File: src/rtl/turn_timer_scoreboard.sv
// Turn/timer/score game-state stage feeding the seven-segment HUD digit decoders.
// Optional pause input and behaviour enabled by defining HUD_PAUSE_EN.
module turn_timer_scoreboard #(
  parameter int CLK_HZ      = 50000000,
  parameter int TURN_SECS   = 15,
  parameter int TOTAL_PAIRS = 8
) (
  input  logic       CLOCK_50,
  input  logic       reset,
  input  logic       start,
  input  logic       result_valid,
  input  logic       result_match,
`ifdef HUD_PAUSE_EN
  input  logic       pause,
`endif
  output logic [3:0] p1_score,
  output logic [3:0] p2_score,
  output logic [3:0] cur_player,
  output logic [3:0] timer_tens,
  output logic [3:0] timer_ones,
  output logic [3:0] winner,
  output logic       game_over
);

  localparam int PW = (CLK_HZ > 1) ? $clog2(CLK_HZ) : 1;
  localparam logic [PW-1:0] PRESC_MAX   = PW'(CLK_HZ - 1);
  localparam logic [3:0]    RELOAD_TENS = 4'(TURN_SECS / 10);
  localparam logic [3:0]    RELOAD_ONES = 4'(TURN_SECS % 10);
  localparam logic [3:0]    PAIRS_LAST  = 4'(TOTAL_PAIRS);

  typedef enum logic [1:0] {
    ST_IDLE = 2'd0,
    ST_TURN = 2'd1,
    ST_SWAP = 2'd2,
    ST_DONE = 2'd3
  } state_t;

  state_t        state_q, state_d;
  logic [3:0]    p1_q, p1_d;
  logic [3:0]    p2_q, p2_d;
  logic          cur_q, cur_d;           // 0 = player 1, 1 = player 2
  logic [3:0]    tens_q, tens_d;
  logic [3:0]    ones_q, ones_d;
  logic [3:0]    winner_q, winner_d;
  logic          over_q, over_d;
  logic [PW-1:0] presc_q, presc_d;
  logic [3:0]    pairs_q, pairs_d;
  logic          run;

`ifdef HUD_PAUSE_EN
  assign run = ~pause;
`else
  assign run = 1'b1;
`endif

  always_comb begin
    state_d  = state_q;
    p1_d     = p1_q;
    p2_d     = p2_q;
    cur_d    = cur_q;
    tens_d   = tens_q;
    ones_d   = ones_q;
    winner_d = winner_q;
    over_d   = over_q;
    presc_d  = presc_q;
    pairs_d  = pairs_q;

    case (state_q)
      ST_IDLE, ST_DONE: begin
        if (start) begin
          state_d  = ST_TURN;
          p1_d     = 4'd0;
          p2_d     = 4'd0;
          cur_d    = 1'b0;
          tens_d   = RELOAD_TENS;
          ones_d   = RELOAD_ONES;
          winner_d = 4'd0;
          over_d   = 1'b0;
          presc_d  = '0;
          pairs_d  = 4'd0;
        end
      end

      ST_TURN: begin
        if (run) begin
          // A result on the same cycle as a tick wins; the tick is dropped.
          if (result_valid) begin
            if (result_match) begin
              if (cur_q) p2_d = p2_q + 4'd1;
              else       p1_d = p1_q + 4'd1;
              pairs_d = pairs_q + 4'd1;
              if (pairs_d == PAIRS_LAST) begin
                state_d  = ST_DONE;
                over_d   = 1'b1;
                winner_d = (p1_d > p2_d) ? 4'd1 :
                           (p2_d > p1_d) ? 4'd2 : 4'd0;
              end else begin
                tens_d  = RELOAD_TENS;
                ones_d  = RELOAD_ONES;
                presc_d = '0;
              end
            end else begin
              state_d = ST_SWAP;
            end
          end else if (presc_q == PRESC_MAX) begin
            presc_d = '0;
            if (ones_q != 4'd0) begin
              ones_d = ones_q - 4'd1;
            end else if (tens_q != 4'd0) begin
              ones_d = 4'd9;
              tens_d = tens_q - 4'd1;
            end
            if (tens_q == 4'd0 && ones_q == 4'd1) state_d = ST_SWAP;
          end else begin
            presc_d = presc_q + 1'b1;
          end
        end
      end

      ST_SWAP: begin
        cur_d   = ~cur_q;
        tens_d  = RELOAD_TENS;
        ones_d  = RELOAD_ONES;
        presc_d = '0;
        state_d = ST_TURN;
      end

      default: state_d = ST_IDLE;
    endcase
  end

  always_ff @(posedge CLOCK_50) begin
    if (reset) begin
      state_q  <= ST_IDLE;
      p1_q     <= 4'd0;
      p2_q     <= 4'd0;
      cur_q    <= 1'b0;
      tens_q   <= RELOAD_TENS;
      ones_q   <= RELOAD_ONES;
      winner_q <= 4'd0;
      over_q   <= 1'b0;
      presc_q  <= '0;
      pairs_q  <= 4'd0;
    end else begin
      state_q  <= state_d;
      p1_q     <= p1_d;
      p2_q     <= p2_d;
      cur_q    <= cur_d;
      tens_q   <= tens_d;
      ones_q   <= ones_d;
      winner_q <= winner_d;
      over_q   <= over_d;
      presc_q  <= presc_d;
      pairs_q  <= pairs_d;
    end
  end

  assign p1_score   = p1_q;
  assign p2_score   = p2_q;
  assign cur_player = cur_q ? 4'd2 : 4'd1;
  assign timer_tens = tens_q;
  assign timer_ones = ones_q;
  assign winner     = winner_q;
  assign game_over  = over_q;

endmodule

File: config.mk
export PLATFORM = sky130hd
export DESIGN_NAME = turn_timer_scoreboard
export DESIGN_NICKNAME = d
export VERILOG_FILES = /design/src/rtl/turn_timer_scoreboard.sv
export SDC_FILE = /design/constraint.sdc
export NUM_CORES = 1
export LEC_CHECK = 0
export CAP_MARGIN = 20
export CORE_MARGIN = 1.5
export CORE_UTILIZATION = 47
export DETAILED_ROUTE_END_ITERATION = 10
export PLACE_DENSITY = 0.68
export REMOVE_ABC_BUFFERS = 1
export SLEW_MARGIN = 5
export SYNTH_ARGS = -nofsm -noshare
export SYNTH_HDL_FRONTEND = slang
export SYNTH_SLANG_ARGS = --single-unit
File: constraint.sdc
create_clock -name CLOCK_50 -period 3.85 [get_ports CLOCK_50]
set_clock_uncertainty 0.15 [all_clocks]
set_input_delay 0.77 -clock CLOCK_50 [delete_from_list [all_inputs] [get_ports CLOCK_50]]
set_output_delay 0.77 -clock CLOCK_50 [all_outputs]
set_load 0.05 [all_outputs]
==> impl_results.md, run 1 <==
* Via count at 2,769
* Post-synth EDFFs at 0
* Most common cell after layout, fill and taps aside: dfxtp_1
* Site Rows at 29
* Slowest CP cell: nor2_1
* Post-route DRC at 1
* # port buffers at 25
* CTS Hold Buffers Added at 0
* Inserted Diodes at 0
* Gate Count Post-Synth at 376
* Critical path data required time at 3.93 ns
* Synth warnings at 0
* First drt pass iteration count at 8
* Crit-path max FO at 16
* Seq. cell area at 1040 um^2
* MaxCap Viol Count at 0
* CTS buffer count at 5
* Number of synthesized register bits at 52
* Period utilization at 74.1%
* Worst Path Arrival at 2.93 ns
* Post-route setup TNS at 0 ns
* Failing checks: DRC
* Via-to-Cell Ratio at 5.87
* Max clock buf depth at 2
* Slew Limit Headroom at 32.2%
* Kind of critical path: primary input to flop
* P per Cell Area at 420 nW/um^2
* Post-synthesis sequential area ratio at 33.1%
* Final Setup Violations at 0
* Fin. max-slew vios at 0
* Outcome: complete, but fails checks
* Number of placed I/O pins at 30
* GR Util All Layers at 20.5%
* Most frequent cells in the layout: 52 x dfxtp_1, 48 x nor2_1, 26 x a21oi_1
* TritonCTS clock tree: done
* Setup crit end kind: flop
* Syn avg cell area at 8.36 um^2
* Cts repair resizes at 0
* Die width at 84.8 um
* Post-DR wirelength/cell at 15.3 um
* Crit path time final at 2.85 ns
* Unrepaired setup endpoints after global routing: no
* Worst-path cell chain: clkdlybuf4s50_1, and2_2, a21oi_2, nor2_1, o21ai_2, a21oi_1
* Yosys cell types at 66
* Async S/R FF share, synth at 0%
* Worst Hold Class: flop to flop
* Dpl hpwl at 5.26 mm
* Die height at 84.8 um
* Worst-Margin Slew at 1.01 ns
* Area Overhead vs Synth at 11.1%
* First-pass GRT wire length at 12.1 mm
* Die ar. at 7190 um^2
* CTS clk-pin slew, worst paths at 0.09 ns
* Root buffer cell: clkbuf_8
* RePlAce Congestion at 0.943
* Total power at 1.47 mW
* Core area at 6420 um^2
* Final Hold Viols at 0
* Worst vdd ir at 0.261 mV
* Drt initial violations at 143
* Routed WL at 7.21 mm
* Fin nets at 414
* Prevailing post-synth register cell: dfxtp_1
* Initial antenna violation count at 0
* Total congestion overflow at 0
* Pin count of the biggest net entering global routing at 29
* CP peak stage delay at 0.65 ns
* Worst skew pair latency at 0.30 ns
* Share of layout cells above drive strength 1 at 8.35%
* Setup repair bufs after CTS at 0
* Nature of the critical path startpoint: primary input
* H-Tree Depth at 2
* Multi-input logic area at 1940 um^2
* Final ANT Viol Nets at 0
* Vias in the first global route at 2,536
* Max Fclk at 0.350 GHz
* P_leak at 1.24 nW
* Starting Density at 49.0%
* Core Util, Final at 54.4%
* Cell area after synthesis at 3140 um^2
* CTS Sinks at 52
* Filler cells at 599
-- worst paths after layout --
kind / start / endpoint / slack [ns] / cells past startpoint
setup / recovery: result_valid / presc_q[10]$_SDFFE_PP0P_ / 1.0 / 6
hold / removal: presc_q[14]$_SDFFE_PP0P_ / presc_q[14]$_SDFFE_PP0P_ / 0.35 / 2
setup reg to reg: pairs_q[0]$_SDFFE_PP0P_ / presc_q[10]$_SDFFE_PP0P_ / 1.15 / 7
hold reg to reg: presc_q[14]$_SDFFE_PP0P_ / presc_q[14]$_SDFFE_PP0P_ / 0.35 / 2
-- per-stage QoR --
step           setup WS, ns  cells  cell area [um^2]  hold slack [ns]
2_1_floorplan          1.20    359              3020            0.302
3_3_place_gp          0.777    464              3390            0.319
3_5_place_dp          0.639    464              3390            0.328
4_1_cts               0.973    472              3490            0.348
5_1_grt               0.724    472              3490            0.380
6_report              0.997    472              3490            0.348
-- worst max-delay path: cells and delay by family --
kind                   cells  cell delay (ns)
and+or+nand+nor            2             0.94
AOI/OAI and AO/OA          3             0.72
buffers and inverters      1             0.50
-- sequential cells by signal, indices dropped and copies added (netlist names) --
register,flops
p1_score,4
pairs_q,4
p2_score,4
presc_q,26
state_q,2
timer_tens,4
cur_q,1
timer_ones,4
game_over,1
winner,2
-- metal layers --
| layer | vias to the layer above | track usage, % | share of wire (%) |
|---|---|---|---|
| met5 | - | 0 | 0 |
| met4 | 0 | 4.02 | 0.61 |
| met3 | 4 | 3.15 | 4.0 |
| met2 | 51 | 34.4 | 46 |
| met1 | 1305 | 28.2 | 49 |
| li1 | 1409 | - | - |
-- final cells by class --
| type | instances | area share (%) |
|---|---|---|
| clock buffer | 6 | 2.08 |
| clock inverter | 2 | 1.00 |
| inverter | 10 | 1.07 |
| multi-input combinational | 297 | 55.5 |
| sequential | 52 | 29.8 |
| tap | 77 | 2.76 |
| timing repair buffer | 28 | 7.81 |
-- report_power, final --
group,internal (mW),switching [mW]
Clock,0.193,0.182
Sequential,0.559,0.0329
Combinational,0.159,0.342
Total,0.912,0.557
-- cells by family (layout without fill, tap and decap cells) --
group	after synthesis	count (layout)	share of synthesized area, %
other	1	4	0.119
multiplexers	4	4	1.31
XOR/XNOR	15	15	4.18
AND/OR/NAND/NOR	166	166	29.0
flip-flops	52	52	33.1
AO/OA/AOI/OAI	93	93	20.7
buffers and inverters	30	46	5.57
adder cells (fa/ha/maj)	15	15	5.97
-- synthesized netlist by cell type (6+ instances only) --
cell | n | area share [%]
buf_4 | 7 | 1.7
nand4_1 | 7 | 1.4
a21oi_1 | 26 | 4.1
or3_1 | 6 | 1.2
inv_1 | 9 | 1.1
dfxtp_1 | 52 | 33
a211oi_1 | 6 | 1.4
and3_1 | 8 | 1.6
nor2_1 | 48 | 5.7
xnor2_1 | 13 | 3.6
a22oi_1 | 6 | 1.4
nor3_1 | 7 | 1.1
o31ai_1 | 8 | 1.9
o21ai_0 | 13 | 2.1
nand3_1 | 19 | 3.0
a31oi_1 | 7 | 1.4
nand2_1 | 25 | 3.0
ha_1 | 15 | 6.0
(Power assumes the default switching activity.)
==> run 2, diff against run 1 <==
- PLACE_DENSITY: 0.68 -> 0.7
- clock period: 3.85 -> 2.47 ns (I/O delays scaled with it)
==> run 2 against run 1 <==
The flow now finishes without violations. Global-route usage grew 1.1 points. Critical path type is now flop to flop. Critical path depth is 1 higher. Register-to-register slack worse by 1.1 ns. Design area up 7.0%. Largest power group is now combinational logic. Highest routed layer unchanged. Sequential power grew 53%.
==> impl_results.md, run 2 (synthesis gave the netlist of run 1 again) <==
* Period utilization at 96.1%
* Max Fclk at 0.421 GHz
* Drt initial violations at 168 (+17%)
* Fin. max-slew vios at 0 (unchanged)
* Post-route setup TNS at 0 ns (unchanged)
* Critical path data required time at 2.54 ns (-1.39 ns)
* Clk pwr share at 23.9% (-1.7 points)
* Most frequent cells in the layout: 52 x dfxtp_1, 48 x nor2_1, 31 x buf_4
* Total power at 2.53 mW (+72%)
* Area Overhead vs Synth at 18.9%
* Max clock buf depth at 2 (unchanged)
* Slew Limit Headroom at 66.5% (+34 points)
* Pin count of the biggest net entering global routing at 17 (-41%)
* Site Rows at 29 (unchanged)
* Worst Setup Slack post-DPL at -0.0503 ns (-0.689 ns)
* Post-route DRC at 0 (-1)
* Worst Hold Launch: state_q[0]$_SDFFE_PP0P_
* Vias in the first global route at 2,784 (+9.8%)
* Hold_ws at 0.350 ns (+0.00163 ns)
* P_sw at 946 uW (+70%)
* R2R Setup Slk at 0.1 ns (-1.05 ns)
* End point of the worst hold path: state_q[0]$_SDFFE_PP0P_
* CTS buffer count at 5 (unchanged)
* Crit-path max FO at 6 (-10)
* First drt pass iteration count at 4 (-4)
* Worst Hold Class: flop to flop
* Top reg by flops: presc_q
* Post-DR wirelength/cell at 15.4 um (+0.66%)
* Share of layout cells above drive strength 1 at 15.1% (+6.7 points)
* Nature of the critical path startpoint: flop
* Final Setup Violations at 0 (unchanged)
* Die height at 84.8 um (unchanged)
* TritonCTS clock tree: done
* Inserted Diodes at 0 (unchanged)
* Routed WL at 7.70 mm (+6.8%)
* Most common cell after layout, fill and taps aside: dfxtp_1
* Layout Cells excl Fill at 501 (+6.1%)
* P_leak at 1.39 nW (+12%)
* Via-to-Cell Ratio at 5.91 (+0.74%)
* RePlAce Congestion at 0.873 (-7.5%)
* P per Cell Area at 676 nW/um^2 (+61%)
* Final ANT Viol Nets at 0 (unchanged)
* Worst Path Arrival at 2.44 ns (-0.49 ns)
* H-Tree Depth at 2 (unchanged)
* Max reg flops at 26 (unchanged)
* Final instance area at 3740 um^2 (+7.0%)
* Worst Hold Path Cells at 2 (unchanged)
* Crit path time final at 2.37 ns
* Fin nets at 443 (+7.0%)
* Unrepaired setup endpoints after global routing: no
* Number of placed I/O pins at 30 (unchanged)
* # port buffers at 25 (unchanged)
* Dpl hpwl at 5.66 mm (+7.6%)
* DP Area at 3620 um^2 (+6.8%)
* Die width at 84.8 um (unchanged)
* Worst skew pair latency at 0.32 ns (+0.02 ns)
* Total congestion overflow at 0 (unchanged)
* Core Util, Final at 58.2% (+3.8 points)
* Placed cells at 493 (+6.3%)
* Root buffer cell: clkbuf_8
* Worst-Margin Slew at 0.501 ns (-0.512 ns)
* Final worst setup slack at 0.0961 ns (-0.901 ns)
* GR Util All Layers at 21.6% (+1.1 points)
* Final Hold Viols at 0 (unchanged)
* MaxCap Viol Count at 0 (unchanged)
* Initial antenna violation count at 0 (unchanged)
* Kind of critical path: flop to flop
* Critical R2R Launch: pairs_q[1]$_SDFFE_PP0P_
* Setup crit end kind: flop
* Switching Fraction at 37.4% (-0.48 points)
* R2R Path End: timer_ones[2]$_SDFFE_PP1P_
* Die ar. at 7190 um^2 (unchanged)
* Core area at 6420 um^2 (unchanged)
* Outcome: completed
* First-pass GRT wire length at 12.7 mm (+5.1%)
* CTS Sinks at 52 (unchanged)
* Filler cells at 602 (+0.50%)
* Seq pwr share at 35.8% (-4.5 points)
* FF-to-FF path depth at 7 (unchanged)
* Combinational share of power at 40.2% (+6.1 points)
* Via count at 2,961 (+6.9%)
* Starting Density at 49.0% (unchanged)
* Worst vdd ir at 0.388 mV (+48%)
* CTS clk-pin slew, worst paths at 0.10 ns (about the same)
* Internal Power at 1.58 mW (+73%)
## run 2: cell count changes in the layout (fill, tap and decap cells not counted), sizes merged
cell      previous run  this run
buf                  3        32
clkinvlp             0         1
clkbuf               6         5
## run 2: area by class of cell
type	count	area, um^2	area share (%)
Timing Repair Buffer	57	503	13.5
Sequential cell	52	1040	27.8
Tap cell	77	96.3	2.58
Clock inverter	3	42.5	1.14
Clock buffer	5	68.8	1.84
Multi-Input combinational cell	297	1950	52.1
Inverter	10	37.5	1.00
## run 2: worst max-delay path: stages, from the launching register on
cell	delay, ns
dfxtp_1	0.43
ha_2	0.26
nor2_1	0.05
a21o_1	0.20
a311o_4	0.45
a211oi_4	0.35
nand2_1	0.10
a221o_1	0.29
## run 2: power groups by stage
| stage | clock network (mW) | registers (mW) | logic [mW] |
|---|---|---|---|
| after detailed placement | 0 | 0.924 | 1.00 |
| after floorplan | 0 | 0.964 | 0.531 |
| after global routing | 0.644 | 0.911 | 1.10 |
| after CTS | 0.611 | 0.905 | 1.01 |
| after global placement | 0 | 0.923 | 0.980 |
| final | 0.604 | 0.905 | 1.02 |
## run 2: worst max-delay path by stage
stage                                       start                          to  slack [ns]  cells after the start
after floorplan                cur_q$_SDFFE_PP0P_      winner[1]$_SDFFE_PP0P_       -0.13                      7
after global placement                      start    presc_q[10]$_SDFFE_PP0P_       0.007                      8
after detailed placement                    start     presc_q[4]$_SDFFE_PP0P_       -0.05                      7
after CTS                 pairs_q[1]$_SDFFE_PP0P_  timer_ones[2]$_SDFFE_PP1P_         0.1                      7
after global routing      pairs_q[1]$_SDFFE_PP0P_    presc_q[22]$_SDFFE_PP0P_       0.002                      9
final                     pairs_q[1]$_SDFFE_PP0P_  timer_ones[2]$_SDFFE_PP1P_         0.1                      7
## run 2: repair_timing
item | CTS | global route
setup endpoints to repair | 0 | 17
hold buffers | 0 | 0
setup buffers | 0 | 0
resized for setup | 0 | 2
## run 2: metal layers
layer / share of wire [%] / GRT usage [%]
met4: 1.3 / 7.60
met2: 48 / 36.9
met3: 4.0 / 4.23
met5: 0 / 0
met1: 47 / 27.1
==> run 3, diff against run 2 <==
- CELL_PAD_IN_SITES_DETAIL_PLACEMENT: default -> 1
- CELL_PAD_IN_SITES_GLOBAL_PLACEMENT: default -> 1
- CORE_UTILIZATION: 47 -> 39
- PLACE_DENSITY: 0.7 -> default
- PLACE_DENSITY_LB_ADDON: default -> 0.1
- SETUP_SLACK_MARGIN: default -> 0.2
==> run 3 against run 2 <==
Worst hold slack about the same. Via count increased by 2.4%. Design area increased by 7.5%. Non-clock buffer count increased by 14. Sequential cell count unchanged. Utilization decreased by 6.5 points. Wire length increased by 16%. Total power increased by 1.6%. Critical path type is now flop to output port. Sequential power about the same. Sequential share of layout area decreased by 1.7 points. Register-to-register slack improved by 0.20 ns. Clock-buffer cell count increased by 3.
==> impl_results.md, run 3 (synthesis gave the netlist of run 1 again) <==
* Outcome: completed
* Post-route setup TNS at 0 ns (unchanged)
* First-pass GRT wire length at 15.1 mm (+19%)
* Bufs and invs on worst path at 1 (+1)
* Die height at 92.8 um (+9.4%)
* Critical path data required time at 1.83 ns (-0.71 ns)
* Crit-path max FO at 5 (-1)
* Inserted Diodes at 0 (unchanged)
* CTS clk-pin slew, worst paths at 0.09 ns (about the same)
* Critical R2R Launch: presc_q[7]$_SDFFE_PP0P_
* Core Util, Final at 51.8% (-6.5 points)
* Total congestion overflow at 0 (unchanged)
* Slowest CP cell: clkdlybuf4s50_1
* Worst Hold Path Cells at 2 (unchanged)
* Post-DR wirelength/cell at 16.5 um (+7.7%)
* Worst vdd ir at 0.311 mV (-20%)
* Site Rows at 32 (+10%)
* Worst Hold Class: flop to flop
* Unrepaired setup endpoints after global routing: yes
* P per Cell Area at 639 nW/um^2 (-5.5%)
* Most common cell after layout, fill and taps aside: nor2_1
* Fin nets at 457 (+3.2%)
* Fin. max-slew vios at 0 (unchanged)
* CTS buffer count at 5 (unchanged)
* CP peak stage delay at 0.83 ns (+0.38 ns)
* Max Fclk at 0.453 GHz (+7.5%)
* Final Setup Violations at 0 (unchanged)
* Dpl hpwl at 6.65 mm (+17%)
* Initial antenna violation count at 0 (unchanged)
* Final worst setup slack at 0.261 ns (+0.165 ns)
* Max reg flops at 26 (unchanged)
* H-Tree Depth at 2 (unchanged)
* Crit path time final at 2.21 ns (-0.165 ns)
* CTS Sinks at 52 (unchanged)
* Pin count of the biggest net entering global routing at 19 (+2)
* Worst Setup Slack post-DPL at -0.287 ns (-0.237 ns)
* Layout Cells excl Fill at 540 (+7.8%)
* Post-route DRC at 0 (unchanged)
* Drt initial violations at 113 (-33%)
* Top delay family on crit path: buffers and inverters
* Hold_ws at 0.350 ns (+0.000340 ns)
* Routed WL at 8.93 mm (+16%)
* Die width at 92.8 um (+9.4%)
* Max clock buf depth at 2 (unchanged)
* Top reg by flops: presc_q
* Area Overhead vs Synth at 27.9%
* Worst Hold Launch: presc_q[20]$_SDFFE_PP0P_
* R2R Setup Slk at 0.30 ns (+0.20 ns)
* Total power at 2.57 mW (+1.6%)
* Worst-Margin Slew at 0.511 ns (+0.0102 ns)
* Worst skew pair latency at 0.32 ns (about the same)
* Share of layout cells above drive strength 1 at 22.1% (+7.1 points)
* Setup crit end kind: output port
* Filler cells at 947 (+57%)
* DP Area at 3730 um^2 (+3.1%)
* End point of the worst hold path: presc_q[20]$_SDFFE_PP0P_
* Root buffer cell: clkbuf_8
* Number of placed I/O pins at 30 (unchanged)
* Via count at 3,032 (+2.4%)
* Placed cells at 527 (+6.9%)
* Seq. cell area at 1050 um^2 (+0.96%)
* FF-to-FF path depth at 7 (unchanged)
* Worst Path Arrival at 1.57 ns (-0.87 ns)
* Vias in the first global route at 3,128 (+12%)
* Core area at 7770 um^2 (+21%)
* Nature of the critical path startpoint: flop
* Starting Density at 40.5% (-8.5 points)
* First drt pass iteration count at 4 (unchanged)
* Final instance area at 4020 um^2 (+7.5%)
* TritonCTS clock tree: done
* Die ar. at 8610 um^2 (+20%)
* Kind of critical path: flop to output port
* Final Hold Viols at 0 (unchanged)
* Slew Limit Headroom at 65.8% (-0.68 points)
* MaxCap Viol Count at 0 (unchanged)
* Via-to-Cell Ratio at 5.61 (-5.0%)
* Final ANT Viol Nets at 0 (unchanged)
* Multi-input logic area at 2070 um^2 (+6.4%)
* P_leak at 1.54 nW (+11%)
* Period utilization at 89.4% (-6.7 points)
* R2R Path End: presc_q[25]$_SDFFE_PP0P_
* # port buffers at 25 (unchanged)
* RePlAce Congestion at 0.808 (-7.4%)
* CTS Hold Buffers Added at 0 (unchanged)
* GR Util All Layers at 21.8% (+0.18 points)
* Most frequent cells in the layout: 47 x nor2_1, 44 x dfxtp_1, 42 x buf_4
* Worst-path cell chain: clkdlybuf4s50_1
run 3: area by class of cell:
| class | count | area share (%) |
|---|---|---|
| Tap cell | 102 | 3.17 |
| Sequential cell | 52 | 26.1 |
| Multi-Input combinational cell | 297 | 51.6 |
| Clock buffer | 8 | 2.24 |
| Timing Repair Buffer | 71 | 15.9 |
| Inverter | 10 | 0.934 |
run 3: timing repair:
action                                  CTS  global route
endpoints found under the setup margin   37            39
gates cloned                              0             0
hold endpoints to repair                  0             0
resized for setup                         8            35
pin swaps                                 2             8
buffers inserted                          1             4
run 3: worst max path at each step:
stage / end / start / depth (start not counted)
3_3_place_gp: presc_q[11]$_SDFFE_PP0P_ / start / 9
6_report: timer_tens[3] / timer_tens[3]$_SDFFE_PP0P_ / 1
5_1_grt: winner[1]$_SDFFE_PP0P_ / cur_q$_SDFFE_PP0P_ / 9
2_1_floorplan: winner[1]$_SDFFE_PP0P_ / cur_q$_SDFFE_PP0P_ / 7
3_5_place_dp: presc_q[11]$_SDFFE_PP0P_ / start / 9
4_1_cts: timer_ones[3] / timer_ones[3]$_SDFFE_PP0P_ / 1
run 3: report_power, final:
group / internal (mW) / switching, mW
clock: 0.230 / 0.299
combinational: 0.478 / 0.653
sequential: 0.873 / 0.0333
run 3: metal layers:
| metal | vias to the layer above | track usage [%] | wire, um |
|---|---|---|---|
| met5 | - | 0 | 0 |
| met4 | 0 | 6.82 | 121 |
| met3 | 11 | 3.78 | 264 |
| met2 | 48 | 38.4 | 4390 |
| met1 | 1482 | 26.7 | 4160 |
| li1 | 1491 | - | - |
